===== src/rtl/intbus_master.sv =====
// intbus_master: single-outstanding initiator for the internal register bus.
// A command is taken on a valid/ready port, turned into exactly one bus
// strobe, and its outcome is returned on a valid/ready response port. Reads
// wait for the responder's rvalid, up to TIMEOUT cycles.
module intbus_master #(
  parameter int unsigned       ADDR_W   = 32,
  parameter int unsigned       DATA_W   = 32,
  parameter int unsigned       TIMEOUT  = 64,
  parameter logic [DATA_W-1:0] ERR_DATA = 32'hDEADBEEF
) (
  input  logic              clk,
  input  logic              resetn,
  // command port
  input  logic              cmd_valid,
  output logic              cmd_ready,
  input  logic              cmd_we,
  input  logic [ADDR_W-1:0] cmd_addr,
  input  logic [DATA_W-1:0] cmd_wdata,
  // intbus master side
  output logic [ADDR_W-1:0] bus_addr,
  output logic [DATA_W-1:0] bus_wdata,
  output logic              bus_wr,
  output logic              bus_rd,
  input  logic [DATA_W-1:0] bus_rdata,
  input  logic              bus_rvalid,
  // response port
  output logic              rsp_valid,
  input  logic              rsp_ready,
  output logic [DATA_W-1:0] rsp_rdata,
  output logic              rsp_err,
  output logic              busy
);

  typedef enum logic [1:0] {
    IDLE  = 2'd0,
    ISSUE = 2'd1,
    WAIT  = 2'd2,
    RESP  = 2'd3
  } state_e;

  // The counter only has to reach TIMEOUT-1, so $clog2(TIMEOUT) bits suffice.
  localparam int unsigned      CNT_W    = (TIMEOUT > 1) ? $clog2(TIMEOUT) : 1;
  localparam logic [CNT_W-1:0] CNT_LAST = CNT_W'(TIMEOUT - 1);

  state_e              state_q, state_d;
  logic                we_q,    we_d;
  logic [ADDR_W-1:0]   addr_q,  addr_d;
  logic [DATA_W-1:0]   wdata_q, wdata_d;
  logic [CNT_W-1:0]    cnt_q,   cnt_d;
  logic [DATA_W-1:0]   rdata_q, rdata_d;
  logic                err_q,   err_d;

  // Next-state and datapath updates for the command/response sequence.
  always_comb begin
    // NOTE: every _d gets its hold value first so no path through the case
    // leaves a variable unassigned, which would otherwise infer a latch.
    state_d = state_q;
    we_d    = we_q;
    addr_d  = addr_q;
    wdata_d = wdata_q;
    cnt_d   = cnt_q;
    rdata_d = rdata_q;
    err_d   = err_q;

    case (state_q)
      IDLE: begin
        if (cmd_valid) begin
          we_d    = cmd_we;
          addr_d  = cmd_addr;
          wdata_d = cmd_wdata;
          if (cmd_addr[1:0] != 2'b00) begin
            // Misaligned: answer with an error without touching the bus.
            err_d   = 1'b1;
            rdata_d = ERR_DATA;
            state_d = RESP;
          end else begin
            state_d = ISSUE;
          end
        end
      end

      ISSUE: begin
        if (we_q) begin
          err_d   = 1'b0;
          rdata_d = '0;
          state_d = RESP;
        end else begin
          cnt_d   = '0;
          state_d = WAIT;
        end
      end

      WAIT: begin
        // rvalid is checked first so it wins over an expiring counter.
        if (bus_rvalid) begin
          rdata_d = bus_rdata;
          err_d   = 1'b0;
          state_d = RESP;
        end else if (cnt_q == CNT_LAST) begin
          rdata_d = ERR_DATA;
          err_d   = 1'b1;
          state_d = RESP;
        end
        // Saturating increment: the counter never wraps back to zero.
        if (cnt_q != CNT_LAST) begin
          cnt_d = cnt_q + CNT_W'(1);
        end
      end

      RESP: begin
        if (rsp_ready) begin
          state_d = IDLE;
        end
      end

      default: state_d = IDLE;
    endcase
  end

  // State and datapath registers; reset clears everything asynchronously.
  always_ff @(posedge clk or negedge resetn) begin
    if (!resetn) begin
      state_q <= IDLE;
      we_q    <= 1'b0;
      addr_q  <= '0;
      wdata_q <= '0;
      cnt_q   <= '0;
      rdata_q <= '0;
      err_q   <= 1'b0;
    end else begin
      // NOTE: non-blocking assignments so every register samples the values
      // from before this edge, independent of statement order.
      state_q <= state_d;
      we_q    <= we_d;
      addr_q  <= addr_d;
      wdata_q <= wdata_d;
      cnt_q   <= cnt_d;
      rdata_q <= rdata_d;
      err_q   <= err_d;
    end
  end

  // Outputs decode straight from registered state, so they drop with reset.
  always_comb begin
    cmd_ready = resetn && (state_q == IDLE);
    busy      = (state_q != IDLE);
    bus_wr    = (state_q == ISSUE) &&  we_q;
    bus_rd    = (state_q == ISSUE) && !we_q;
    bus_addr  = addr_q;
    bus_wdata = wdata_q;
    rsp_valid = (state_q == RESP);
    rsp_rdata = rdata_q;
    rsp_err   = err_q;
  end

endmodule


===== config.mk =====
export PLATFORM = sky130hd
export DESIGN_NAME = intbus_master
export DESIGN_NICKNAME = d
export VERILOG_FILES = /design/src/rtl/intbus_master.sv
export SDC_FILE = /design/constraint.sdc
export NUM_CORES = 1
export LEC_CHECK = 0
export ABC_AREA = 1
export CELL_PAD_IN_SITES_DETAIL_PLACEMENT = 1
export CELL_PAD_IN_SITES_GLOBAL_PLACEMENT = 1
export CORE_UTILIZATION = 34
export DETAILED_ROUTE_END_ITERATION = 10
export MAX_ROUTING_LAYER = met4
export PLACE_DENSITY_LB_ADDON = 0.1
export SETUP_SLACK_MARGIN = 0.3
export SLEW_MARGIN = 20
export SYNTH_ARGS = -nofsm -noshare
export SYNTH_HDL_FRONTEND = slang
export SYNTH_SLANG_ARGS = --single-unit

===== constraint.sdc =====
create_clock -name clk -period 2.6 [get_ports clk]
set_clock_uncertainty 0.2 [all_clocks]
set_input_delay 0.65 -clock clk [delete_from_list [all_inputs] [get_ports clk]]
set_output_delay 0.65 -clock clk [all_outputs]
set_load 0.01 [all_outputs]

# Word-level counts from Yosys, hierarchy flattened
# Cells that the tools add are included.
word_totals:
  elab_cells: 55
  regBits: 106
  in_bits: 102
  rom_bits: 0
  ram_bits: 0
  latch_bits: 0
  memories: 0
  out_inout_bits: 102
classes:
  n_addsub: 1
  bitwise_logic: 0
  eq_ne: 12
  muxes: 22
  n_reduce_logical: 13
  shifts: 0
  n_lt_le_gt_ge: 0
  n_mul: 0
  n_div: 0
ops:
  columns: ["operator", "n"]
  rows:
  - ["32-bit two-way mux", 5]
  - ["32-bit one-hot mux with 3 select lines", 1]
  - ["6-bit two-way mux", 2]
  - ["6-bit one-hot mux with 2 select lines", 1]
  - ["2-bit two-way mux", 5]
  - ["2-bit inequality test (second input constant)", 5]
  - ["2-bit one-hot mux with 4 select lines", 1]
  - ["6-bit by 1-bit adder with 6-bit output (second input constant)", 1]
  - ["6-bit == test (second input constant)", 1]
  - ["1-bit two-way mux", 6]
  - ["6-bit inequality test (second input constant)", 1]
  - ["3-bit AND reduction", 2]
  - ["2-bit nonzero test", 3]
  - ["5-bit AND reduction", 1]
  - ["2-bit == test (second input constant)", 2]
  - ["1-bit logical AND", 3]
  - ["3-bit inequality test (second input constant)", 1]
  - ["1-bit one-hot mux with 3 select lines", 1]
  - ["3-bit nonzero test", 1]
  - ["2-bit by 1-bit == test with 1-bit output (second input constant)", 1]
  - ["2-bit logical NOT", 1]
  - ["2-bit by 1-bit inequality test with 1-bit output (second input constant)", 1]
  - ["2-bit AND reduction", 1]
  - ["1-bit logical NOT", 1]

# Depth between registers and ports, before layout
# Gate-level depths: netlist of run 1.
depth:
  word_depth: 4
  ltp_mapped: 9
  ltp_nobuf: 8

# Worst setup path after synthesis of run 1
# Ideal clock, no wire load.
synth_timing:
  kind: "register to register"
  from: "reg state_q[0]"
  to: "reg addr_q[0] (netlist: bus_addr[0])"
  slack_ns: 0.825
  period_less_slack_ns: 1.775
  t_required_ns: 2.275
  stages_incl_launch_ff: 7
  setup_ns: 0.125
  path_buffers: 2
  arrival_time_ns: 1.450
  path_cell_list: "dfrtp_1 inv_1 ha_1 nand2_1 buf_4 buf_6 mux2_2"
synth_via:
  elab_chain_len: 2
synth_lines:
  columns: ["element", "line_no", "source"]
  rows:
  - ["start, declared", "45", "state_e state_q, state_d;"]
  - ["start signal, assigned", "133", "state_q <= state_d;"]
  - ["2-bit logical NOT", "65", "case (state_q)"]
  - ["2-bit AND reduction (no line)", null, null]
  - ["end signal, assigned", "135", "addr_q <= addr_d;"]
  - ["end, declared", "47", "logic [ADDR_W-1:0] addr_q, addr_d;"]
# Every way passes these cells.
# A chain may end at the register's enable or synchronous reset.

# Worst setup path after layout of run 1
layout_timing:
  from: "reg state_q[0]"
  to: "out bus_wr"
layout_via:
  elab_chain_len: 2
layout_lines:
  columns: ["element", "line_no", "source"]
  rows:
  - ["2-bit by 1-bit == test with 1-bit output", "147", "bus_wr = (state_q == ISSUE) && we_q;"]
  - ["1-bit logical AND", "147", null]
  - ["end, declared", "22", "output logic bus_wr,"]
# Every way passes these cells.

==> results of run 1 <==
[where the power goes]
group | total, mW | internal (mW) | switching (mW) | leakage [nW]
combinational | 4.86 | 2.56 | 2.29 | 1.84
clock | 1.38 | 0.769 | 0.614 | 0.134
sequential | 2.88 | 2.46 | 0.420 | 1.27
[Yosys cell counts]
master / instances
a21oi_1: 1
a21oi_2: 1
buf_2: 6
buf_4: 7
buf_6: 7
clkbuf_1: 3
dfrtp_1: 106
ha_1: 7
inv_1: 24
mux2_2: 64
nand2_1: 140
nand2_2: 2
nand2_4: 1
nand3_1: 41
nand3_4: 1
nand3b_1: 3
nor2_1: 13
nor2_4: 2
nor3_2: 1
o211ai_1: 1
o21ai_0: 10
o21bai_1: 2
[worst max-delay path by stage]
| stage | startpoint | end | slack, ns | cells past startpoint |
|---|---|---|---|---|
| 6_report | state_q[0] | bus_wr | 0.32 | 5 |
| 5_1_grt | state_q[0] | bus_wr | 0.28 | 5 |
| 4_1_cts | state_q[0] | bus_wr | 0.20 | 5 |
| 3_5_place_dp | state_q[1] | bus_wr | 0.17 | 5 |
| 3_3_place_gp | state_q[1] | bus_wr | 0.24 | 5 |
| 2_1_floorplan | state_q[0] | bus_addr[0] | 0.83 | 6 |
[layer usage]
metal  track usage, %  up-vias  wire length [um]
met3             4.45       17               704
met2             36.6      108              7270
li1                 -     1837                 -
met4             8.20        0               315
met5                -        -                 0
met1             23.6     1939              5540
[kinds of logic (layout without fill, tap and decap cells)]
family,count (synthesis),after routing,synth area share (%)
adder cells (fa/ha/maj),7,7,1.87
multiplexers,64,64,15.4
buffers and inverters,47,255,5.61
AO/OA/AOI/OAI,15,15,1.84
flip-flops,106,106,56.6
AND/OR/NAND/NOR,204,204,18.7
[final cells by class]
| cell class | count | area share (%) |
|---|---|---|
| clock buffers | 11 | 3.36 |
| inverters | 24 | 1.28 |
| repair buffers | 216 | 29.9 |
| well taps | 176 | 3.05 |
| clock inverters | 4 | 0.727 |
| flip-flops and latches | 106 | 36.8 |
| multi-input cells | 290 | 24.9 |
[what timing repair did]
item	in CTS	in global routing
buffers inserted	4	0
resized for setup	16	7
endpoints found under the hold margin	0	0
setup endpoints to repair	5	6
[worst register-to-register path, cell delays in order (launching register included)]
cell and delay (ns):
dfrtp_2 0.41, buf_4 0.14, buf_4 0.14, ha_1 0.29
nand3_4 0.26, nand2_4 0.27, nand2_1 0.18, nand2_1 0.07
[registers in the layout, indices dropped and copies added, names as in the netlist]
name / count
rsp_rdata: 32
cnt_q: 6
bus_addr: 32
rsp_err: 1
we_q: 1
state_q: 2
bus_wdata: 32
==> results.md, run 1 <==
* Worst path slowest cell: dfrtp_2
* Slew of the pin with the lowest slew margin at 0.612 ns
* Worst-path cell chain: buf_4 > ha_4 > nand2_1 > inv_1 > clkbuf_2
* Final Cycle Share at between 80 and 90%
* Initial antenna violation count at 0
* Worst Path Max Fanout at 4
* Placer Congestion at 0.744
* # clock sinks at approximately 110
* Clock latency on the worst-skew pair at about 0.35 ns
* CTS buffer count at 9
* CTS Hold Bufs at 0
* Buf/Inv on CP at 3
* Status: finished clean
* Post-DRT Antenna Nets at 0
* Area leader, netlist: dfrtp_1
* Slew Limit Fails at 0
* First-pass GRT wire length at between 20000 and 25000 um
* Syn. warnings at 0
* Core area at 13300 um^2
* Setup TNS at 0 ns
* Via/cell ratio at 4.72
* Overall Global Routing Usage at 21.1%
* Final worst slack at 0.322 ns
* Final non-filler cell total at between 800 and 900
* Synth cell types at 22
* FF+latch count, synth at 106
* Multi-input logic area at roughly 1800 um^2
* Synth top area cells: dfrtp_1 (57%), mux2_2 (15%), nand2_1 (11%)
* RSZ-0062 raised after global routing: yes
* Routed vias at 3901
* Hpwl dp at roughly 9900 um
* Detailed Route WL at ~14000 um
* Worst reg-to-reg setup slack at between 0.5 and 0.6 ns
* Leakage Power at 3.24 nW
* DP Cell Count at a little over 800
* CTS max path bufs at 2
* Largest net degree at the start of global routing at between 100 and 150
* Final Cell Area at 7220 um^2
* Clk pin slew, worst setup/hold paths at about 0.070 ns
* Final Hold Vio Count at 0
* CTS root buf: clkbuf_16
* Wire length per cell at around 17 um
* Max stage delay on crit path at roughly 0.44 ns
* Initial core utilization at 35.1%
* Mapped Cells at between 400 and 500
* Sequential Area at between 2000 and 3000 um^2
* Final core utilization at between 50 and 60%
* DRC at 0
* Final nets at about 760
* Worst slew margin at roughly three fifths
* Total Power at approximately 9 mW
* Hold Path Class: in2async
* CTS HTree Levels at 3
* Startpoint type of the worst setup path: flip-flop
* Syn_nets at roughly 550
* DP Area at roughly 6900 um^2
* R2R cell count at 7
* Pre-CTS setup slack at ~0.17 ns
* Die width at about 120 um
* Die Y at 119 um
* Total power per unit cell area at ~1300 nW/um^2
* CTS tree: yes
* Reg-to-reg startpoint: state_q[1]
* Max IR drop VDD at 0.658 mV
* Worst reg2reg path endpoint: rsp_rdata[14]
* Sequential cell area fraction in the yosys report at a little under three fifths
* Area growth syn-to-layout at 54.2%
* Tmin final at 2.28 ns
* Syn Area/Cell at about 11 um^2
* Number of global-route vias before repair at ~4300
* Total congestion overflow at 0
* Die area at around 14000 um^2
* Commonest non-fill, non-tap cells in the layout: clkdlybuf4s50_1 (197), nand2_1 (138), dfrtp_1 (104)
* WP data arrival at between 1 and 1.5 ns
* Worst hold slack at ~0.21 ns
* CP endpoint kind: output pin
* Setup-failing EPs final at 0
* FMAX at ~440 MHz
* Buffers on Ports at 203
* Layout cell share with drive strength beyond 1 at roughly 17%
* Commonest non-fill, non-tap cell in the layout: clkdlybuf4s50_1
* Post-Syn Area at ~4700 um^2
* CP top delay family: flip-flops
* Number of core rows at 42
* Setup CP Type: reg2out
* Initial drt markers at 180
* Top-area cell type share of the netlist area at a little under three fifths
* Boundary Pins at about 200
* Max cap viols at 0
* Diode count at 0
* WP data required at between 1.5 and 2 ns
* Detailed-router iteration count before antenna repair at 4
* Fillers at 1472
(Power assumes the default switching activity.)
==> run 2, diff against run 1 <==
--- a/config.mk
+++ b/config.mk
@@ -6,12 +6,13 @@
 export NUM_CORES = 1
 export LEC_CHECK = 0
 export ABC_AREA = 1
+export CAP_MARGIN = 20
 export CELL_PAD_IN_SITES_DETAIL_PLACEMENT = 1
 export CELL_PAD_IN_SITES_GLOBAL_PLACEMENT = 1
 export CORE_UTILIZATION = 34
 export DETAILED_ROUTE_END_ITERATION = 10
 export MAX_ROUTING_LAYER = met4
-export PLACE_DENSITY_LB_ADDON = 0.1
+export PLACE_DENSITY = 0.85
 export SETUP_SLACK_MARGIN = 0.3
 export SLEW_MARGIN = 20
 export SYNTH_ARGS = -nofsm -noshare
==> run 2 against run 1 <==
  * Sequential share of layout area rose by 0.20 points
  * Clock-buffer cell count fell by 2
  * Routed wire length fell by 0.76%
  * Via count rose by 0.15%
  * Combinational power fell by 0.8%
  * Largest power group unchanged
  * Core utilization fell by 0.32 points
  * Largest cell class unchanged
==> results.md, run 2 (synthesis results as in run 1) <==
* WP data arrival at around 1.4 ns
* CTS max path bufs at 2
* Area growth syn-to-layout at 53.3%
* Placer Congestion at approximately 0.76
* Overall Global Routing Usage at between 20% and 30%
* Hpwl dp at 10100 um
* Die width at between 100 and 150 um
* Clock latency on the worst-skew pair at around 0.35 ns
* Clk pin slew, worst setup/hold paths at roughly 0.07 ns
* Initial drt markers at approximately 120
* Layout cell share with drive strength beyond 1 at roughly 17%
* RSZ-0062 raised after global routing: yes
* Initial core utilization at a little over a third
* Slew Limit Fails at 0
* Largest net degree at the start of global routing at 60
* CTS root buf: clkbuf_16
* Diode count at 0
* CP endpoint kind: output pin
* First-pass GRT wire length at approximately 22000 um
* Total congestion overflow at 0
* Hold Path Class: in2async
* CTS tree: yes
* Startpoint type of the worst setup path: flip-flop
* CTS Hold Bufs at 0
* Boundary Pins at approximately 200
* Initial antenna violation count at 0
* Max IR drop VDD at 0.533 mV
* Worst Path Max Fanout at 3
* Detailed-router iteration count before antenna repair at 4
* Final nets at about 760
* CTS buffer count at 9
* Fillers at ~1500
* Setup CP Type: reg2out
* Slew of the pin with the lowest slew margin at ~0.73 ns
* DRC at 0
* Wire length per cell at 16.6 um
* Status: finished clean
* Commonest non-fill, non-tap cell in the layout: clkdlybuf4s50_1
* WP data required at around 1.8 ns
* Setup TNS at 0 ns
* Routed vias at 3907
* Worst hold slack at 0.264 ns
* Number of core rows at 42
* Setup-failing EPs final at 0
* FMAX at 443 MHz
* Die area at ~14000 um^2
* Core area at 13300 um^2
* Worst slew margin at between 50 and 60%
* Tmin final at around 2.3 ns
* Detailed Route WL at 13700 um
* Final Hold Vio Count at 0
* Max cap viols at 0
* Die Y at ~120 um
* Commonest non-fill, non-tap cells in the layout: clkdlybuf4s50_1 (197), nand2_1 (136), dfrtp_1 (105)
* Buffers on Ports at 203
* Leakage Power at roughly 3.2 nW
* Number of global-route vias before repair at 4241
* Final Cycle Share at about 87%
* Post-DRT Antenna Nets at 0
* CTS HTree Levels at 3
* Total power per unit cell area at between 1000 and 1500 nW/um^2
* # clock sinks at around 110
* Via/cell ratio at between 4 and 5
[run 2: final timing paths]
| kind | from | to | slack, ns | cells past startpoint |
|---|---|---|---|---|
| min | resetn | we_q | 0.26 | 2 |
| min in group clk | rsp_rdata[31] | rsp_rdata[31] | 0.27 | 2 |
| min reg2reg | rsp_rdata[31] | rsp_rdata[31] | 0.27 | 2 |
| max reg2reg | state_q[0] | rsp_rdata[16] | 0.46 | 8 |
| max | state_q[0] | rsp_valid | 0.35 | 3 |
| max in group asynchronous | resetn | bus_wdata[3] | 1.41 | 2 |
[run 2: final cells by class]
| cell class | instances | area [um^2] | share of cell area [%] |
|---|---|---|---|
| Clock buffer | 9 | 225 | 3.14 |
| Clock inverter | 5 | 41.3 | 0.575 |
| Inverter | 24 | 92.6 | 1.29 |
| Multi-Input combinational cell | 290 | 1810 | 25.1 |
| Sequential cell | 106 | 2650 | 37.0 |
| Tap cell | 176 | 220 | 3.07 |
| Timing Repair Buffer | 217 | 2140 | 29.8 |
[run 2: routing by layer]
layer	wire length, um	up-vias	GRT usage, %	part of all wire [%]
met3	822	31	5.03	6.0
met1	5460	1910	22.6	40
met5	0	-	-	0
li1	-	1833	-	-
met2	7000	133	34.6	51
met4	440	0	9.45	3.2
[run 2: worst max-delay path, cell delays in order, from the launching register on]
cell,delay [ns]
dfrtp_1,0.40
buf_4,0.15
ha_1,0.21
dlygate4sd2_1,0.30
[run 2: power breakdown]
group	total [mW]	internal, mW	switching (mW)
Combinational	4.82	2.55	2.28
Sequential	2.91	2.46	0.452
Clock	1.27	0.647	0.618
Total	9.00	5.65	3.35
[run 2: timing repair]
item / 4_1_cts / 5_1_grt
gates resized for setup: 20 / 5
setup endpoints to repair: 5 / 18
pin swaps: 0 / 0
buffers inserted: 4 / 1
endpoints found under the hold margin: 0 / 0
gates cloned: 0 / 0
[run 2: metrics by stage]
step / setup WS [ns] / area, um^2 / std cells / utilization [%] / total power [mW]
2_1_floorplan: 0.825 / 4690 / 443 / - / 5.39
3_3_place_gp: 0.236 / 6860 / 808 / 51.4 / 7.45
3_5_place_dp: 0.198 / 6860 / 808 / 51.4 / 7.71
4_1_cts: 0.258 / 7180 / 826 / 53.8 / 9.10
5_1_grt: 0.292 / 7180 / 827 / 53.8 / 9.61
6_report: 0.345 / 7180 / 827 / 53.8 / 9.00
